`config.mk`:
```
export PLATFORM = sky130hd
export DESIGN_NAME = mul_logic_pipe
export DESIGN_NICKNAME = d
export VERILOG_FILES = /design/src/rtl/mul_logic_pkg.sv /design/src/rtl/mul_logic_stage.sv /design/src/rtl/mul_logic_pipe.sv
export SDC_FILE = /design/constraint.sdc
export NUM_CORES = 1
export LEC_CHECK = 0
export ABC_AREA = 1
export ABC_CLOCK_PERIOD_IN_PS = 6650
export BUFFER_PORTS_ARGS = -buffer_cell sky130_fd_sc_hd__buf_2
export CORE_UTILIZATION = 59
export CTS_CLUSTER_SIZE = 10
export DETAILED_ROUTE_END_ITERATION = 12
export MAX_ROUTING_LAYER = met4
export PLACE_DENSITY = 0.82
export SETUP_SLACK_MARGIN = 0.05
export SYNTH_ARGS = -nofsm -noshare
export SYNTH_HDL_FRONTEND = slang
export SYNTH_SLANG_ARGS = --single-unit
export TNS_END_PERCENT = 100
```
`constraint.sdc`:
```
create_clock -name clk -period 6.65 [get_ports clk]
set_clock_uncertainty 0.05 [all_clocks]
set_input_delay 0 -clock clk [delete_from_list [all_inputs] [get_ports clk]]
set_output_delay 0 -clock clk [all_outputs]
set_load 0.02 [all_outputs]
```
`src/rtl/mul_logic_pkg.sv`:
```
// Shared definitions for the pipelined multiply-then-bitwise unit.
package mul_logic_pkg;

  localparam int unsigned MAX_WIDTH = 32;
  localparam int unsigned MAX_DEPTH = 8;

  typedef enum logic [1:0] {
    OP_AND  = 2'd0,
    OP_OR   = 2'd1,
    OP_XOR  = 2'd2,
    OP_PASS = 2'd3
  } op_e;

endpackage

```
`src/rtl/mul_logic_stage.sv`:
```
// One pipeline slot: valid bit plus data, loaded under a shared enable.
module mul_logic_stage #(
  parameter int unsigned DW = 1
) (
  input  logic          clk,
  input  logic          rst,
  input  logic          en,
  input  logic          d_valid,
  input  logic [DW-1:0] d,
  output logic          q_valid,
  output logic [DW-1:0] q
);

  always_ff @(posedge clk) begin
    if (rst) begin
      q_valid <= 1'b0;
      q       <= '0;
    end else if (en) begin
      q_valid <= d_valid;
      q       <= d;
    end
  end

endmodule

```
`src/rtl/mul_logic_pipe.sv`:
```
// Pipelined (a*b) op c with valid/ready handshake; DEPTH register stages,
// global advance enable, result forced to zero while not valid.
module mul_logic_pipe
  import mul_logic_pkg::*;
#(
  parameter int unsigned WIDTH = 16,
  parameter int unsigned DEPTH = 2
) (
  input  logic             clk,
  input  logic             rst,
  input  logic             in_valid,
  output logic             in_ready,
  input  logic [WIDTH-1:0] a,
  input  logic [WIDTH-1:0] b,
  input  logic [WIDTH-1:0] c,
  input  logic [1:0]       op,
  output logic             out_valid,
  input  logic             out_ready,
  output logic [WIDTH-1:0] p
);

  if (WIDTH < 1 || WIDTH > MAX_WIDTH) begin : g_bad_width
    $fatal(1, "mul_logic_pipe: WIDTH out of range");
  end
  if (DEPTH < 1 || DEPTH > MAX_DEPTH) begin : g_bad_depth
    $fatal(1, "mul_logic_pipe: DEPTH out of range");
  end

  localparam int unsigned S1W = 2 * WIDTH + 2;

  logic             adv;
  logic [WIDTH-1:0] prod;
  logic [S1W-1:0]   s1_d;
  logic [WIDTH-1:0] s1_prod;
  logic [WIDTH-1:0] s1_c;
  op_e              s1_op;
  logic [WIDTH-1:0] comb_res;
  logic [DEPTH-1:0] v;
  logic [WIDTH-1:0] d [DEPTH];

  assign adv      = out_ready | ~out_valid;
  assign in_ready = adv & ~rst;

  // Multiplying in a WIDTH-bit context keeps exactly the low half of the product.
  assign prod = a * b;

  assign s1_prod = s1_d[S1W-1 -: WIDTH];
  assign s1_c    = s1_d[WIDTH+1 -: WIDTH];
  assign s1_op   = op_e'(s1_d[1:0]);

  always_comb begin
    comb_res = s1_prod;
    case (s1_op)
      OP_AND:  comb_res = s1_prod & s1_c;
      OP_OR:   comb_res = s1_prod | s1_c;
      OP_XOR:  comb_res = s1_prod ^ s1_c;
      OP_PASS: comb_res = s1_prod;
      default: comb_res = s1_prod;
    endcase
  end

  // d[0] is the combined stage-1 value; d[i] for i>0 are delay registers.
  assign d[0] = comb_res;

  for (genvar i = 0; i < DEPTH; i++) begin : g_stage
    if (i == 0) begin : g_first
      mul_logic_stage #(.DW(S1W)) u_stage (
        .clk     (clk),
        .rst     (rst),
        .en      (adv),
        .d_valid (in_valid),
        .d       ({prod, c, op}),
        .q_valid (v[0]),
        .q       (s1_d)
      );
    end else begin : g_rest
      mul_logic_stage #(.DW(WIDTH)) u_stage (
        .clk     (clk),
        .rst     (rst),
        .en      (adv),
        .d_valid (v[i-1]),
        .d       (d[i-1]),
        .q_valid (v[i]),
        .q       (d[i])
      );
    end
  end

  assign out_valid = v[DEPTH-1];
  assign p         = out_valid ? d[DEPTH-1] : '0;

endmodule

```
After elaboration in Yosys (flattened, before gate mapping)

Index checks and enable logic that the tools add are counted.

Register bits: 52
Input port bits: 54
Output and inout port bits: 18
Logic and storage cells: 18

Multiply operators: 1
Equality and inequality tests: 3
Muxes and demuxes: 2
Bitwise operators: 7
Reduce and logical (&&, ||, !) cells: 1

Operators with widths:

| kind                                          | count |
|---|---|
| case mux 16 bit (4 select lines)              | 1 |
| AND 16 bit                                    | 1 |
| multiplier 16 x 16 -> 16 bit                  | 1 |
| 2-to-1 mux 16 bit                             | 1 |
| bitwise OR 16 bit                             | 1 |
| bitwise XOR 16 bit                            | 1 |
| == test 2 bit, second input constant          | 2 |
| == test 2 x 1 -> 1 bit, second input constant | 1 |
| logical NOT 2 bit                             | 1 |
| NOT 1 bit                                     | 2 |
| AND 1 bit                                     | 1 |
| bitwise OR 1 bit                              | 1 |

Logic depth before layout (Yosys ltp)

Gate-level depths: netlist (run 1).

Depth in word-level cells: 3
Depth in mapped cells: 30
Gate-level depth less buffers: 29

Modules after synthesis

A second synthesis (run 1) with hierarchy kept.

Cell total of the unflattened synthesis: 1147
Area, all modules: 7606.0 um2

By module, submodules not included:

| module                                       | times used | cells an instance | area each (um2) | seq. area each (um2) |
|---|---|---|---|---|
| mul_logic_pipe                               | 1          | 817               | 5360.1          | 0.0 |
| mul_logic_stage (g_stage[0].g_first.u_stage) | 1          | 222               | 1514.0          | 700.7 |
| mul_logic_stage (g_stage[1].g_rest.u_stage)  | 1          | 108               | 732.0           | 340.3 |

Worst setup path after synthesis (run 1)

OpenSTA, ideal clock, no wires.

Path type: input -> register
Start point: input b[1]
End point: register g_stage[0].g_first.u_stage.q[32]
Data arrival time: 4.902 ns
Data required time: 6.491 ns
Slack: 1.589 ns
Stages: 27
Path buffers: 2
Path through: buf_2 > clkbuf_1 > nand2_1 > fa_1 > fa_1 > inv_1 > fa_1 > inv_1 > fa_1 > inv_1 > fa_1 > inv_1 > fa_1 > inv_1 > ha_1 > nand2_1 > nor2_1 > nand3_1 > nand3_1 > nand2_1 > nand2_1 > nand2_1 > nand2_1 > xor2_1 > nand2_1 > nand2_1 > inv_1

Longest elaborated chain between the ends: 1

Ends and longest elaborated chain:

| item                         | line                  | text |
|---|---|---|
| from (decl)                  | mul_logic_pipe.sv:14  | `input logic [WIDTH-1:0] b,` |
| multiplier 16 x 16 -> 16 bit | mul_logic_pipe.sv:45  | `assign prod = a * b;` |
| to (signal assigned)         | mul_logic_stage.sv:17 | `q <= '0;` |
| to (signal assigned)         | mul_logic_stage.sv:20 | `q <= d;` |
| to (decl)                    | mul_logic_stage.sv:11 | `output logic [DW-1:0] q` |

Every way passes these cells.
A chain may end at the register's enable or synchronous reset.

Worst setup path after layout (run 1)

Same ends and word-level chain as after synthesis.

==> results.md, run 1 <==
Clock tree:
- The H-tree depth is 2.
- Clock-pin slew was measured on the worst setup and hold paths at approximately 70 ps.
- The total CTS buffers is 5.
- TritonCTS built the clock tree.
- Once the clock tree was built, the resizer swapped 0 gates to a different size.
- The tree is rooted in a sky130_fd_sc_hd__clkbuf_16.
- The source-to-sink clock delay at the later pin of the worst-skew pair is roughly 300 ps.
- The total number of clock tree sinks is 52.
- The number of buffers on the longest clock path is 2.

STA:
- The summed negative setup slack over all endpoints is 0 ps.
- Setup repair after global routing left no endpoint under its margin.
- Dividing the final minimum period by the clock period gives 0.733.
- The post-layout worst setup margin is ~1800 ps.
- The time the final worst path needs with I/O delays and setup is roughly 4900 ps.
- Headroom to the max-slew limit came out at 0.375.
- Timing would allow up to 205 MHz.
- The final max-slew violation count is 0.
- The setup-violating endpoint count in the final report is 0.
- The minimum hold slack is 23.1 ps.
- The slew at the pin with the worst max-slew slack is around 940 ps.
- The count of endpoints failing hold in the final timing report is 0.

Placed design:
- At the end of routability-driven placement, the weighted congestion stood at roughly 0.90.
- The setup slack at placement is 1460 ps.
- Port buffering added 71 buffers.
- Summed over all nets, the half-perimeter wirelength after detailed placement is between 10000 and 15000 µm.
- The total placed cells including tap cells is around 1200.

Drt:
- The total wire length is between 15000 and 20000 µm.
- Dividing the detail-routed wire length by the instance count gives approximately 14 µm.
- Using the TritonRoute via totals, the vias-per-cell ratio works out to about 5.2.
- After detailed routing, the number of remaining DRC violations is 2.
- After the first detailed-routing iteration, the DRC count stood at 462.
- The detailed-routing iteration count for the pre-antenna-repair pass is 9.
- Across all layers, the routed design uses 6262 vias.
- The count of nets left with antenna violations once routing finished came out at 0.

Pwr:
- Of the total power, combinational logic draws 0.728.
- For this design the static power due to leakage is 0.00466 µW.
- The internal power is roughly 1400 µW.
- The maximum ir drop on the vdd rail is 266 µV.
- For this design the total switching power over the nets is 1370 µW.
- The cell area power density is around 350 nW/µm².
- The power share of the clock group is 0.123.
- The net switching share of the total power is 0.499.
- The share of total power dissipated in sequential elements is 0.150.

Layout:
- After the last flow step, the layout net total stands at between 1000 and 1500.
- Counting the fill cells in the layout gives ~990.
- The number of cells in the finished layout apart from fillers is ~1200.
- The layout overhead on the synthesized area is 9.58%.
- The number of antenna diodes in the final layout is 0.
- For this run, the share of the core covered by cells in the final layout is 0.673.
- In the final layout, the share of cells above drive strength 1 is 0.0964.

Run:
- The number of max-capacitance violations reported is 0.

Worst setup path:
- The critical path start-end classification is in2reg.
- The arrival time of the worst setup path is approximately 5000 ps.
- STA classifies the critical path startpoint as a primary input.
- The data required time of the critical path is around 6800 ps.
- The worst-path maximum fanout is 16.
- The startpoint of the most critical register-to-register path is g_stage[1].g_rest.u_stage.q_valid.
- In this run the worst setup path begins at b[1].
- The critical path endpoint category is a register.

Min path:
- The worst hold path belongs to the class in2reg.
- The launch point of the worst hold path is c[7].

Global routing:
- The final global-route overflow total is 0.
- The first global-routing pass estimated approximately 28000 µm of wire.
- The largest net degree at the start of global routing is just under 80.
- The number of antenna violations at the first check in global routing is 0.
- Across every metal layer, demand over resource in global routing totals 0.288.
- The via count of the first global-routing pass came to ~6300.

Floorplanning:
- The height of the die is 112 µm.
- The I/O pin total is roughly 70.
- For this configuration, the core starts out at a cell density of 0.614.
- Row generation in the floorplan step produced 39 rows.
- The full die area is about 13000 µm².
- Measured along the x axis, the die boundary spans 112 µm.
- The placeable core region is roughly 12000 µm².

Synthesis:
- Averaged over all synthesized cells, the footprint is 7.10 µm².
- Of the synthesized area, sequential elements account for 0.146.
- The number of cells produced by synthesis is between 1000 and 1500.
- Synthesis instantiated 36 different standard cells from the library.
- The net count of the mapped netlist is between 1000 and 1500.
- The mapped cell area is 7130 µm².
- The share of synthesized registers carrying an async set or reset is 0.
- Counting flops and latches in the post-synthesis netlist gives 52.
- The main flop type after synthesis is sky130_fd_sc_hd__dfxtp_1.
- Yosys mapped a number of flops with a built-in enable equal to 0.
- The Yosys warning count is 0.

Run status:
- The run finished, with violations left.
- The final reports fail on DRC.
-- timing repair --
action | 4_1_cts | 5_1_grt
hold buffers | 18 | 0
endpoints found under the setup margin | 0 | 0
buffers inserted | 0 | 0
hold endpoints to repair | 18 | 0
-- final timing paths --
kind / cells after the start / slack (ps) / end
setup / recovery: 26 / 1780 / g_stage[0].g_first.u_stage.q[32]
hold / removal: 3 / 20 / g_stage[0].g_first.u_stage.q[9]
setup reg to reg: 6 / 4340 / g_stage[1].g_rest.u_stage.q[14]
hold reg to reg: 2 / 420 / g_stage[1].g_rest.u_stage.q[15]
-- Yosys cell counts, types with 11 or more instances --
cell                       number  area, µm²
sky130_fd_sc_hd__o21ai_0       11       55.1
sky130_fd_sc_hd__o21ai_1       35        175
sky130_fd_sc_hd__dfxtp_1       52       1040
sky130_fd_sc_hd__clkbuf_1      21       78.8
sky130_fd_sc_hd__inv_1        266        998
sky130_fd_sc_hd__nand3_1       27        135
sky130_fd_sc_hd__fa_1          80       1600
sky130_fd_sc_hd__nand2_1      257        965
sky130_fd_sc_hd__buf_2         13       65.1
sky130_fd_sc_hd__a21oi_1       66        330
sky130_fd_sc_hd__o211ai_1      22        165
sky130_fd_sc_hd__ha_1          81       1010
-- registers in the layout, indices dropped and copies added, names as in the netlist --
signal	flops
g_stage.g_first.u_stage.q	34
g_stage.g_first.u_stage.q_valid	1
g_stage.g_rest.u_stage.q	16
g_stage.g_rest.u_stage.q_valid	1
-- kinds of logic after synthesis --
kind of cell	count (synthesis)	synth area share
AOI/OAI and AO/OA	147	0.117
and+or+nand+nor	314	0.181
adders and majority gates	161	0.367
buffers and inverters	322	0.180
DFF	52	0.146
xor gates and xnor gates	8	0.00982
-- final cells by class --
cell class	count	area (µm²)	share of cell area
Multi-Input combinational cell	630	4810	0.615
Inverter	278	1050	0.134
Sequential cell	52	1040	0.133
Timing Repair Buffer	90	543	0.0695
Tap cell	143	179	0.0229
Clock buffer	5	125	0.0160
Clock inverter	3	68.8	0.00881
-- metrics by stage --
step                      area, µm²  total power (µW)
after detailed placement       7440              2380
after floorplan                7130              1940
final                          7820              2740
after global placement         7440              2300
after CTS                      7820              2730
after global routing           7820              3080
-- power by group through the flow --
stage / clock network, µW / registers (µW) / logic (µW)
after floorplan: 0 / 403 / 1530
after global placement: 0 / 414 / 1890
after detailed placement: 0 / 416 / 1960
after CTS: 337 / 409 / 1980
after global routing: 350 / 416 / 2310
final: 336 / 411 / 2000
-- routing by layer --
layer,global-route usage,up-vias,share of wire
li1,-,3104,-
met1,0.346,2902,0.42
met3,0.0354,46,0.049
met5,-,-,0
met4,0.106,0,0.031
met2,0.499,210,0.50
-- worst max-delay path, cell delays in order --
cell	delay [ps]
sky130_fd_sc_hd__buf_2	280
sky130_fd_sc_hd__nand2_1	150
sky130_fd_sc_hd__fa_1	530
sky130_fd_sc_hd__fa_1	540
sky130_fd_sc_hd__inv_1	50
sky130_fd_sc_hd__fa_1	490
sky130_fd_sc_hd__inv_1	50
sky130_fd_sc_hd__fa_1	520
sky130_fd_sc_hd__inv_1	50
sky130_fd_sc_hd__fa_1	470
sky130_fd_sc_hd__inv_1	50
sky130_fd_sc_hd__fa_1	470
sky130_fd_sc_hd__inv_1	40
sky130_fd_sc_hd__ha_1	360
sky130_fd_sc_hd__nand2_1	100
sky130_fd_sc_hd__nor2_1	130
sky130_fd_sc_hd__nand3_1	90
sky130_fd_sc_hd__nand3_1	110
sky130_fd_sc_hd__nand2_1	70
sky130_fd_sc_hd__nand2_1	60
sky130_fd_sc_hd__nand2_1	40
sky130_fd_sc_hd__nand2_1	70
sky130_fd_sc_hd__xor2_1	140
sky130_fd_sc_hd__nand2_1	60
sky130_fd_sc_hd__nand2_1	60
sky130_fd_sc_hd__inv_1	40
-- cell usage in the layout (no fill, tap or decap), types with 5 or more instances in the layout --
master                            n
sky130_fd_sc_hd__a21oi_1         66
sky130_fd_sc_hd__buf_2           71
sky130_fd_sc_hd__clkbuf_16        5
sky130_fd_sc_hd__dfxtp_1         52
sky130_fd_sc_hd__dlygate4sd3_1   18
sky130_fd_sc_hd__fa_1            80
sky130_fd_sc_hd__ha_1            81
sky130_fd_sc_hd__inv_1          266
sky130_fd_sc_hd__inv_2            7
sky130_fd_sc_hd__nand2_1        257
sky130_fd_sc_hd__nand2_2          7
sky130_fd_sc_hd__nand3_1         27
sky130_fd_sc_hd__nor2_1          10
sky130_fd_sc_hd__o211ai_1        22
sky130_fd_sc_hd__o21ai_0         11
sky130_fd_sc_hd__o21ai_1         35
sky130_fd_sc_hd__o221ai_1         8
Power figures use the tool's default switching activity.
==> run 2, diff against run 1 <==
--- a/config.mk
+++ b/config.mk
@@ -5,8 +5,8 @@
 export SDC_FILE = /design/constraint.sdc
 export NUM_CORES = 1
 export LEC_CHECK = 0
-export ABC_AREA = 1
-export ABC_CLOCK_PERIOD_IN_PS = 6650
+export ABC_AREA = 0
+export ABC_CLOCK_PERIOD_IN_PS = 4550
 export BUFFER_PORTS_ARGS = -buffer_cell sky130_fd_sc_hd__buf_2
 export CORE_UTILIZATION = 59
 export CTS_CLUSTER_SIZE = 10
==> constraint.sdc (replaced) <==
create_clock -name clk -period 4.55 [get_ports clk]
set_clock_uncertainty 0.05 [all_clocks]
set_input_delay 0 -clock clk [delete_from_list [all_inputs] [get_ports clk]]
set_output_delay 0 -clock clk [all_outputs]
set_load 0.02 [all_outputs]
==> results.md, run 2 <==
Run status:
- The flow ran to the end, but the final reports show violations.
- The checks that failed: setup timing.

Layout:
- The count of fill cells added during filler insertion is 758.
- The leading cell type in the layout, fill and taps excluded is sky130_fd_sc_hd__nand2_1.
- Counting flops per register, the top entry is g_stage.g_first.u_stage.q.
- The library cells used most frequently in the layout, excluding fill and tap cells, are sky130_fd_sc_hd__nand2_1 (163), sky130_fd_sc_hd__inv_1 (159), sky130_fd_sc_hd__ha_1 (77), sky130_fd_sc_hd__fa_1 (76), sky130_fd_sc_hd__and2_1 (74).
- The final core utilization is 0.734.
- In the final layout, the registers with the most flip-flops are g_stage.g_first.u_stage.q: 34 flops, g_stage.g_rest.u_stage.q: 16 flops.
- The repair_antennas step left the layout with diodes totalling 0.
- The final layout net count is between 1000 and 1500.
- The register with the most flip-flops in the layout has 34 of them.
- In the final layout, the share of cells above drive strength 1 is 0.189.
- From synthesis to final layout, the design area changed by 19.0%.
- After routing the design area is between 8000 and 9000 µm².
- Excluding fillers, the count of instances in the completed layout stands at approximately 1100.

Pwr:
- In this run the static leakage power is slightly above 0.004 µW.
- The internal power is 2680 µW.
- Summed over all nets, the switching power comes to approximately 2100 µW.
- The maximum ir drop on the vdd rail is around 600 µV.
- The proportion of power drawn by flip-flops and latches is 0.130.
- Power spread over the standard cell area amounts to slightly below 600 nW/µm².
- Of the total power, the share spent switching nets is 0.435.
- The power share of the clock group is 0.086.
- The share of total power dissipated in combinational logic is 0.784.

Drt:
- The number of design rule violations left after detail routing is 0.
- Wires add up to between 15000 and 20000 µm.
- The number of vias per cell is ~5.3.
- The detailed router placed ~5600 vias in this run.
- The number of DRC markers after the initial detailed-route iteration is 265.
- The detail route stage leaves a number of antenna-violating nets equal to 0.
- The pre-antenna-repair detailed-routing pass consisted of 5 iterations.
- Dividing the detail-routed wire length by the instance count gives around 15 µm.

Floorplanning:
- The placeable core region is roughly 11000 µm².
- The I/O pin total is 72.
- For this configuration, the core starts out at a cell density of 0.616.
- From bottom edge to top edge, the die measures ~110 µm.
- The site row count is 38.
- The die covers 12000 µm².
- Measured along the x axis, the die boundary spans 109 µm.

Global routing:
- The number of antenna violations at the first check in global routing is 0.
- For met3 alone, demand over resource in global routing was 0.0338.
- The largest net degree at the start of global routing is 57.
- After global routing, the most crowded layer is met2.
- For this run, global-route usage on met1 was measured as 0.343.
- The aggregate global-route resource usage is 0.290.
- For this run, global-route usage on met2 was measured as 0.518.
- The first global-routing pass estimated around 26000 µm of wire.
- The final global-route overflow total is 0.
- The via count of the first global-routing pass is between 5000 and 6000.

Clock tree:
- At the later pin of the worst-skew pair, clock insertion delay measures 290 ps.
- The clock net in this run drives a total of 52 sinks.
- The H-tree was split into 2 levels.
- The total CTS buffers is 5.
- The library cell used as clock root buffer is sky130_fd_sc_hd__clkbuf_16.
- No sink is reached through more buffers than the 2 on the longest clock path.
- TritonCTS built the clock tree.
- The clock-pin slew on the worst setup and hold paths is ~60 ps.

Synthesis:
- The mapped cell area is 6800 µm².
- During synthesis, Yosys emitted a total of 0 warnings.
- The biggest area contributor in the post-synthesis netlist is sky130_fd_sc_hd__fa_1.
- Synthesis instantiated 40 different standard cells from the library.
- The share of synthesized area spent on multiplexers is 0.0530.
- The share of synthesized registers carrying an async set or reset is 0.
- sky130_fd_sc_hd__nand2_1 is the most common cell in the netlist.
- The net count of the mapped netlist is 1022.
- Among all flip-flop cells after synthesis, the most frequent one is sky130_fd_sc_hd__dfxtp_1.
- The count of flip-flops with a built-in enable after synthesis is 0.
- The number of cells produced by synthesis is about 800.
- The complex-gate fraction of the synthesized area is 0.0685.
- After synthesis, the largest family of logic cells by area is adder cells.
- The mean instance size in the synthesized netlist is around 8.4 µm².
- Of the total synthesized cell area, the portion taken by full adders, half adders and majority gates is 0.385.
- The commonest cells after synthesis are sky130_fd_sc_hd__nand2_1 (163), sky130_fd_sc_hd__inv_1 (161), sky130_fd_sc_hd__ha_1 (81).
- In the post-synthesis netlist, the biggest area contributors are sky130_fd_sc_hd__fa_1 (24%), sky130_fd_sc_hd__dfxtp_1 (15%), sky130_fd_sc_hd__ha_1 (15%).
- Counting flops and latches in the post-synthesis netlist gives 52.
- The synthesized-area fraction occupied by xor and xnor cells is 0.0493.
- Of the total synthesized cell area, the portion taken by AND, OR, NAND and NOR gates is 0.181.
- The portion of the post-synthesis area used by sequential elements is 0.153.
- The portion of synthesized cell area occupied by the leading cell type is 0.236.

STA:
- Setup repair after global routing could not meet its margin everywhere.
- Once routing completed, OpenROAD measured the worst setup slack at -188 ps.
- The final max-slew violation count came to 0.
- Setup violations remaining at the end of the flow were counted as 2.
- In this run the tightest slew margin relative to its limit is 0.234.
- The tightest hold path in the finished design has a slack of ~120 ps.
- The count of endpoints failing hold in the final timing report is 0.
- Dividing the final minimum period by the clock period gives 1.04.
- Based on the critical path, the design can be clocked at up to around 210 MHz.
- For the pin with the worst max-slew slack, the measured transition is between 1000 and 1500 ps.
- For the finished layout, the period the worst path requires is ~4700 ps.

Worst setup path:
- The path depth of the worst reg2reg path is 3.
- Along the worst path, the maximum fanout reaches 3.
- The setup path with the least slack is of type in2reg.
- The critical path goes through buf_6 > and2_4 > fa_1 > inv_1 > fa_1 > inv_1 > fa_1 > inv_1 > fa_1 > inv_1 > fa_1 > inv_1 > fa_1 > inv_2 > ha_4 > a21o_4 > a21o_1 > a21o_1 > a21o_1 > o211ai_1 > xor2_1 > a211oi_1.
- The data required time of the critical path is around 4600 ps.
- Data arrives at the worst endpoint at approximately 4800 ps.
- On the worst path, the slowest cell contributes a delay of roughly 540 ps.
- The type of element launching the critical path is a primary input.
- The most common cell type on the critical path is sky130_fd_sc_hd__fa_1.
- The worst setup path is captured at a register.
- The cell at the slowest stage of the critical path is sky130_fd_sc_hd__fa_1.

Placed design:
- The count of buffers added on input and output ports is between 70 and 80.
- Once placement completed, the tool counted placed cells totaling 1033.
- In this run the cell area measured after placement is 7610 µm².
- The detailed placer's ending HPWL is ~12000 µm.
- Routability-driven placement finished with a final weighted congestion of approximately 0.95.

Min path:
- The depth of the worst hold-timing path is 3.
- The min-delay analysis places its worst path in the category in2reg.

Run:
- Across the run, the number of max-cap violations was 0.
==> run 2: worst paths after layout <==
check	endpoint	start	slack, ps
max	g_stage[0].g_first.u_stage.q[32]	a[7]	-190
min reg2reg	g_stage[1].g_rest.u_stage.q[11]	g_stage[1].g_rest.u_stage.q[11]	400
min	g_stage[0].g_first.u_stage.q[18]	b[0]	120
max reg2reg	g_stage[0].g_first.u_stage.q[23]	g_stage[1].g_rest.u_stage.q_valid	2310
==> run 2: final cells by class <==
class | instances | area (µm²) | area share
clock buffers | 5 | 125 | 0.0155
repair buffers | 144 | 993 | 0.123
clock inverters | 1 | 30.0 | 0.00371
inverters | 161 | 604 | 0.0747
multi-input cells | 557 | 5120 | 0.633
well taps | 140 | 175 | 0.0216
flip-flops and latches | 52 | 1040 | 0.129
==> run 2: power by group through the flow <==
stage	registers [µW]	clock network (µW)	logic (µW)
6_report	617	409	3720
5_1_grt	627	432	4130
4_1_cts	616	410	3580
3_5_place_dp	623	0	3220
3_3_place_gp	618	0	3100
2_1_floorplan	596	0	2390
==> run 2: logic make-up after synthesis <==
| kind of cell | after synthesis |
|---|---|
| buffers and inverters | 198 |
| muxes | 16 |
| adders and majority gates | 161 |
| and+or+nand+nor | 265 |
| AOI/OAI and AO/OA | 80 |
| DFF | 52 |
| xor gates and xnor gates | 35 |
==> run 2: through the flow <==
step / power (µW) / TNS [ps] / setup WS, ps
floorplan: 2980 / -477 / -242
finish: 4750 / -360 / -188
detailed placement: 3840 / -1960 / -472
CTS: 4600 / -187 / -148
global placement: 3720 / -1400 / -393
global route: 5190 / -1130 / -345
==> run 2: critical path: cells and delay by family <==
family / cells / cell delay, ps
simple gates: 1 / 150
compound gates: 6 / 920
xor+xnor: 1 / 170
fa+ha+maj: 7 / 3150
buf+inv: 7 / 410
==> run 2: metal layers <==
metal	wire [µm]	part of all wire
met4	338	0.021
met2	8020	0.51
met1	6540	0.42
met5	0	0
met3	834	0.053
==> run 2: repair_timing <==
| item | in CTS | in global routing |
|---|---|---|
| setup buffers | 1 | 1 |
| pin swaps | 23 | 13 |
| setup endpoints to repair | 4 | 6 |
| hold buffers | 19 | 0 |
| hold endpoints to repair | 19 | 0 |
| resized for setup | 22 | 4 |
==> run 3, diff against run 2 <==
--- a/config.mk
+++ b/config.mk
@@ -6,13 +6,14 @@
 export NUM_CORES = 1
 export LEC_CHECK = 0
 export ABC_AREA = 0
-export ABC_CLOCK_PERIOD_IN_PS = 4550
+export ABC_CLOCK_PERIOD_IN_PS = 5500
 export BUFFER_PORTS_ARGS = -buffer_cell sky130_fd_sc_hd__buf_2
-export CORE_UTILIZATION = 59
+export CORE_UTILIZATION = 65
 export CTS_CLUSTER_SIZE = 10
 export DETAILED_ROUTE_END_ITERATION = 12
 export MAX_ROUTING_LAYER = met4
-export PLACE_DENSITY = 0.82
+export PLACE_DENSITY = 0.89
+export REMOVE_ABC_BUFFERS = 1
 export SETUP_SLACK_MARGIN = 0.05
 export SYNTH_ARGS = -nofsm -noshare
 export SYNTH_HDL_FRONTEND = slang
==> constraint.sdc (replaced) <==
create_clock -name clk -period 5.5 [get_ports clk]
set_clock_uncertainty 0.05 [all_clocks]
set_input_delay 0 -clock clk [delete_from_list [all_inputs] [get_ports clk]]
set_output_delay 0 -clock clk [all_outputs]
set_load 0.02 [all_outputs]
==> results.md, run 3 (synthesized netlist as in run 2, its figures left out) <==
Clock tree:
- The count of instances resized after the clock tree is built is 0.
- The H-tree depth is 2.
- TritonCTS created 5 clock buffers.
- The clock reaches the later pin of the worst-skew pair after a little over 300 ps.
- TritonCTS built the clock tree.
- The root buffer cell chosen for the clock tree is sky130_fd_sc_hd__clkbuf_8.
- The number of buffers on the longest clock path is 2.
- The clock-pin slew on the worst setup and hold paths is around 90 ps.
- CTS saw 52 sinks.

Run status:
- The flow ran to the end, and the final reports show no timing, DRC or antenna violations.

Drt:
- The total wire length is about 15000 µm.
- Using the TritonRoute via totals, the vias-per-cell ratio works out to about 5.3.
- In this run, the number of DRC markers left after iteration 0 of detailed routing was about 240.
- Dividing the detail-routed wire length by the instance count gives 14.6 µm.
- The first detailed-routing pass took 4 iterations.
- The final antenna-violating net count is 0.
- The number of design rule violations left after detail routing is 0.
- Detailed routing inserted a total of ~5300 vias.

Min path:
- The end point of the worst hold path is g_stage[0].g_first.u_stage.q[18].
- The depth of the worst hold-timing path is 3.
- In this run the most critical hold path is launched from a[0].
- The type of the worst min-delay path is in2reg.

Worst setup path:
- Data on the critical path arrives at its endpoint at about 5100 ps.
- The path depth of the worst reg2reg path is 3.
- Along the worst path, the maximum fanout reaches 12.
- The slack of the worst reg-to-reg path is around 3500 ps.
- The critical path endpoint category is a register.
- The worst setup path is launched from a primary input.
- The critical path start-end classification is in2reg.
- The worst register-to-register path begins at g_stage[0].g_first.u_stage.q[0].
- The end of the worst register-to-register path is g_stage[1].g_rest.u_stage.q[5].
- STA puts the critical path data required time at between 5000 and 6000 ps.

STA:
- Headroom to the max-slew limit came out at 0.297.
- The count of endpoints failing hold in the final timing report is 0.
- Setup violations remaining at the end of the flow were counted as 0.
- For the pin with the worst max-slew slack, the measured transition is between 1000 and 1500 ps.
- The final max-slew violation count came to 0.
- Counting I/O delays and the setup requirement, the final critical path takes just under 5000 ps.
- In the finished design, the share of the clock period the worst path needs comes to 0.901.
- For this run, the top clock speed supported by timing is 202 MHz.
- The worst path meets setup with 544 ps of slack.
- Adding up every negative setup slack in the final design gives 0 ps.
- Setup repair after global routing left no endpoint under its margin.

Layout:
- The leading cell type in the layout, fill and taps excluded is sky130_fd_sc_hd__nand2_1.
- Of the cells placed in the final design, the portion with a size suffix greater than 1 is 0.120.
- The number of antenna diodes in the final layout is 0.
- In the layout the commonest cells are sky130_fd_sc_hd__nand2_1 (163), sky130_fd_sc_hd__inv_1 (161), sky130_fd_sc_hd__ha_1 (81), sky130_fd_sc_hd__fa_1 (80), sky130_fd_sc_hd__and2_1 (77).
- The final layout net count is about 1100.
- The layout overhead on the synthesized area is 10.0%.
- g_stage.g_first.u_stage.q holds more flip-flops than any other register.
- The number of cells in the finished layout apart from fillers is around 1000.
- The largest registers in the layout are g_stage.g_first.u_stage.q: 34 flops, g_stage.g_rest.u_stage.q: 16 flops.
- The final non-filler cell area is around 7500 µm².
- The register with the most flip-flops in the layout has 34 of them.

Pwr:
- VDD sags by at most around 380 µV.
- In this run the power density over the cells is 423 nW/µm².
- The leakage component of the power is between 0.003 and 0.004 µW.

Global routing:
- The number of antenna violations at the first check in global routing is 0.
- The first global-routing pass estimated 25300 µm of wire.
- The largest net degree at the start of global routing is 57.
- The via count of the first global-routing pass is between 5000 and 6000.
- Summed over all layers, the global routing overflow is 0.
- The aggregate global-route resource usage is 0.299.

Floorplanning:
- The floorplan step defined a die boundary enclosing about 11000 µm².
- The floorplan step defined a core boundary enclosing roughly 10000 µm².
- The site row count is 36.
- The horizontal die dimension is ~100 µm.
- The I/O pin total is 72.
- The height of the die is 104 µm.
- For this configuration, the core starts out at a cell density of 0.683.

Placed design:
- Detailed placement finished with a half-perimeter wire length of between 10000 and 15000 µm.
- Routability-driven placement finished with a final weighted congestion of ~0.9.
- The number of buffers added on ports is between 70 and 80.
- The total placed cells including tap cells is 976.
- The placed cell area is 7200 µm².
- Prior to clock tree synthesis, the placed netlist has a worst setup slack of approximately 210 ps.

Run:
- Max-cap violations in this run came to 0.
[run 3: cell count changes in the layout (fill, tap and decap cells not counted), sizes merged]
cell and change:
buf -52, bufinv -1, clkbuf +2, clkinvlp +1
[run 3: metrics by stage]
| step | utilization | power, µW | hold slack, ps |
|---|---|---|---|
| 4_1_cts | 0.752 | 3180 | 79.4 |
| 3_3_place_gp | 0.723 | 2810 | 198 |
| 2_1_floorplan | - | 2400 | 14.6 |
| 6_report | 0.752 | 3160 | 88.0 |
| 5_1_grt | 0.752 | 3530 | 111 |
| 3_5_place_dp | 0.723 | 2920 | 199 |
[run 3: critical path, cell delays in order]
cell and delay [ps]:
sky130_fd_sc_hd__buf_2 160, sky130_fd_sc_hd__and2_1 190, sky130_fd_sc_hd__fa_1 540, sky130_fd_sc_hd__inv_1 50, sky130_fd_sc_hd__fa_1 480, sky130_fd_sc_hd__inv_1 50, sky130_fd_sc_hd__fa_1 490, sky130_fd_sc_hd__inv_1 50
sky130_fd_sc_hd__fa_1 530, sky130_fd_sc_hd__inv_1 50, sky130_fd_sc_hd__fa_1 470, sky130_fd_sc_hd__inv_1 50, sky130_fd_sc_hd__fa_1 470, sky130_fd_sc_hd__inv_1 40, sky130_fd_sc_hd__ha_1 330, sky130_fd_sc_hd__a21o_1 250
sky130_fd_sc_hd__a2111oi_0 390, sky130_fd_sc_hd__a21oi_1 130, sky130_fd_sc_hd__xnor2_1 240, sky130_fd_sc_hd__a211oi_2 100
[run 3: worst max path at each step]
stage / startpoint / to / slack [ps]
after floorplan: b[4] / g_stage[0].g_first.u_stage.q[32] / 580
after global placement: b[1] / g_stage[0].g_first.u_stage.q[32] / 320
after detailed placement: b[1] / g_stage[0].g_first.u_stage.q[33] / 210
after CTS: b[1] / g_stage[0].g_first.u_stage.q[33] / 530
after global routing: b[4] / g_stage[0].g_first.u_stage.q[33] / 330
final: b[4] / g_stage[0].g_first.u_stage.q[33] / 540
[run 3: area by class of cell]
class / instances / area, µm²
clock buffers: 7 / 86.3
clock inverters: 1 / 7.51
fillers: 683 / 2470
inverters: 161 / 604
multi-input cells: 557 / 5010
flip-flops and latches: 52 / 1040
well taps: 133 / 166
repair buffers: 92 / 561
[run 3: per-layer routing]
layer / share of wire / track usage / vias to the layer above / wire (µm)
met2: 0.53 / 0.546 / 174 / 7790
met3: 0.050 / 0.0294 / 23 / 737
met4: 0.022 / 0.0949 / 0 / 323
met1: 0.40 / 0.342 / 2532 / 5810
li1: - / - / 2582 / -
met5: 0 / - / - / 0
[run 3: power by group]
| part | switching, µW | leakage [µW] | internal [µW] |
|---|---|---|---|
| clock | 126 | 0.0000445 | 102 |
| combinational | 1270 | 0.00334 | 1160 |
| sequential | 56.6 | 0.000430 | 450 |
[run 3: what timing repair did]
item | in CTS | in global routing
setup buffers | 0 | 0
endpoints found under the setup margin | 0 | 0
hold buffers | 19 | 0
endpoints found under the hold margin | 19 | 0
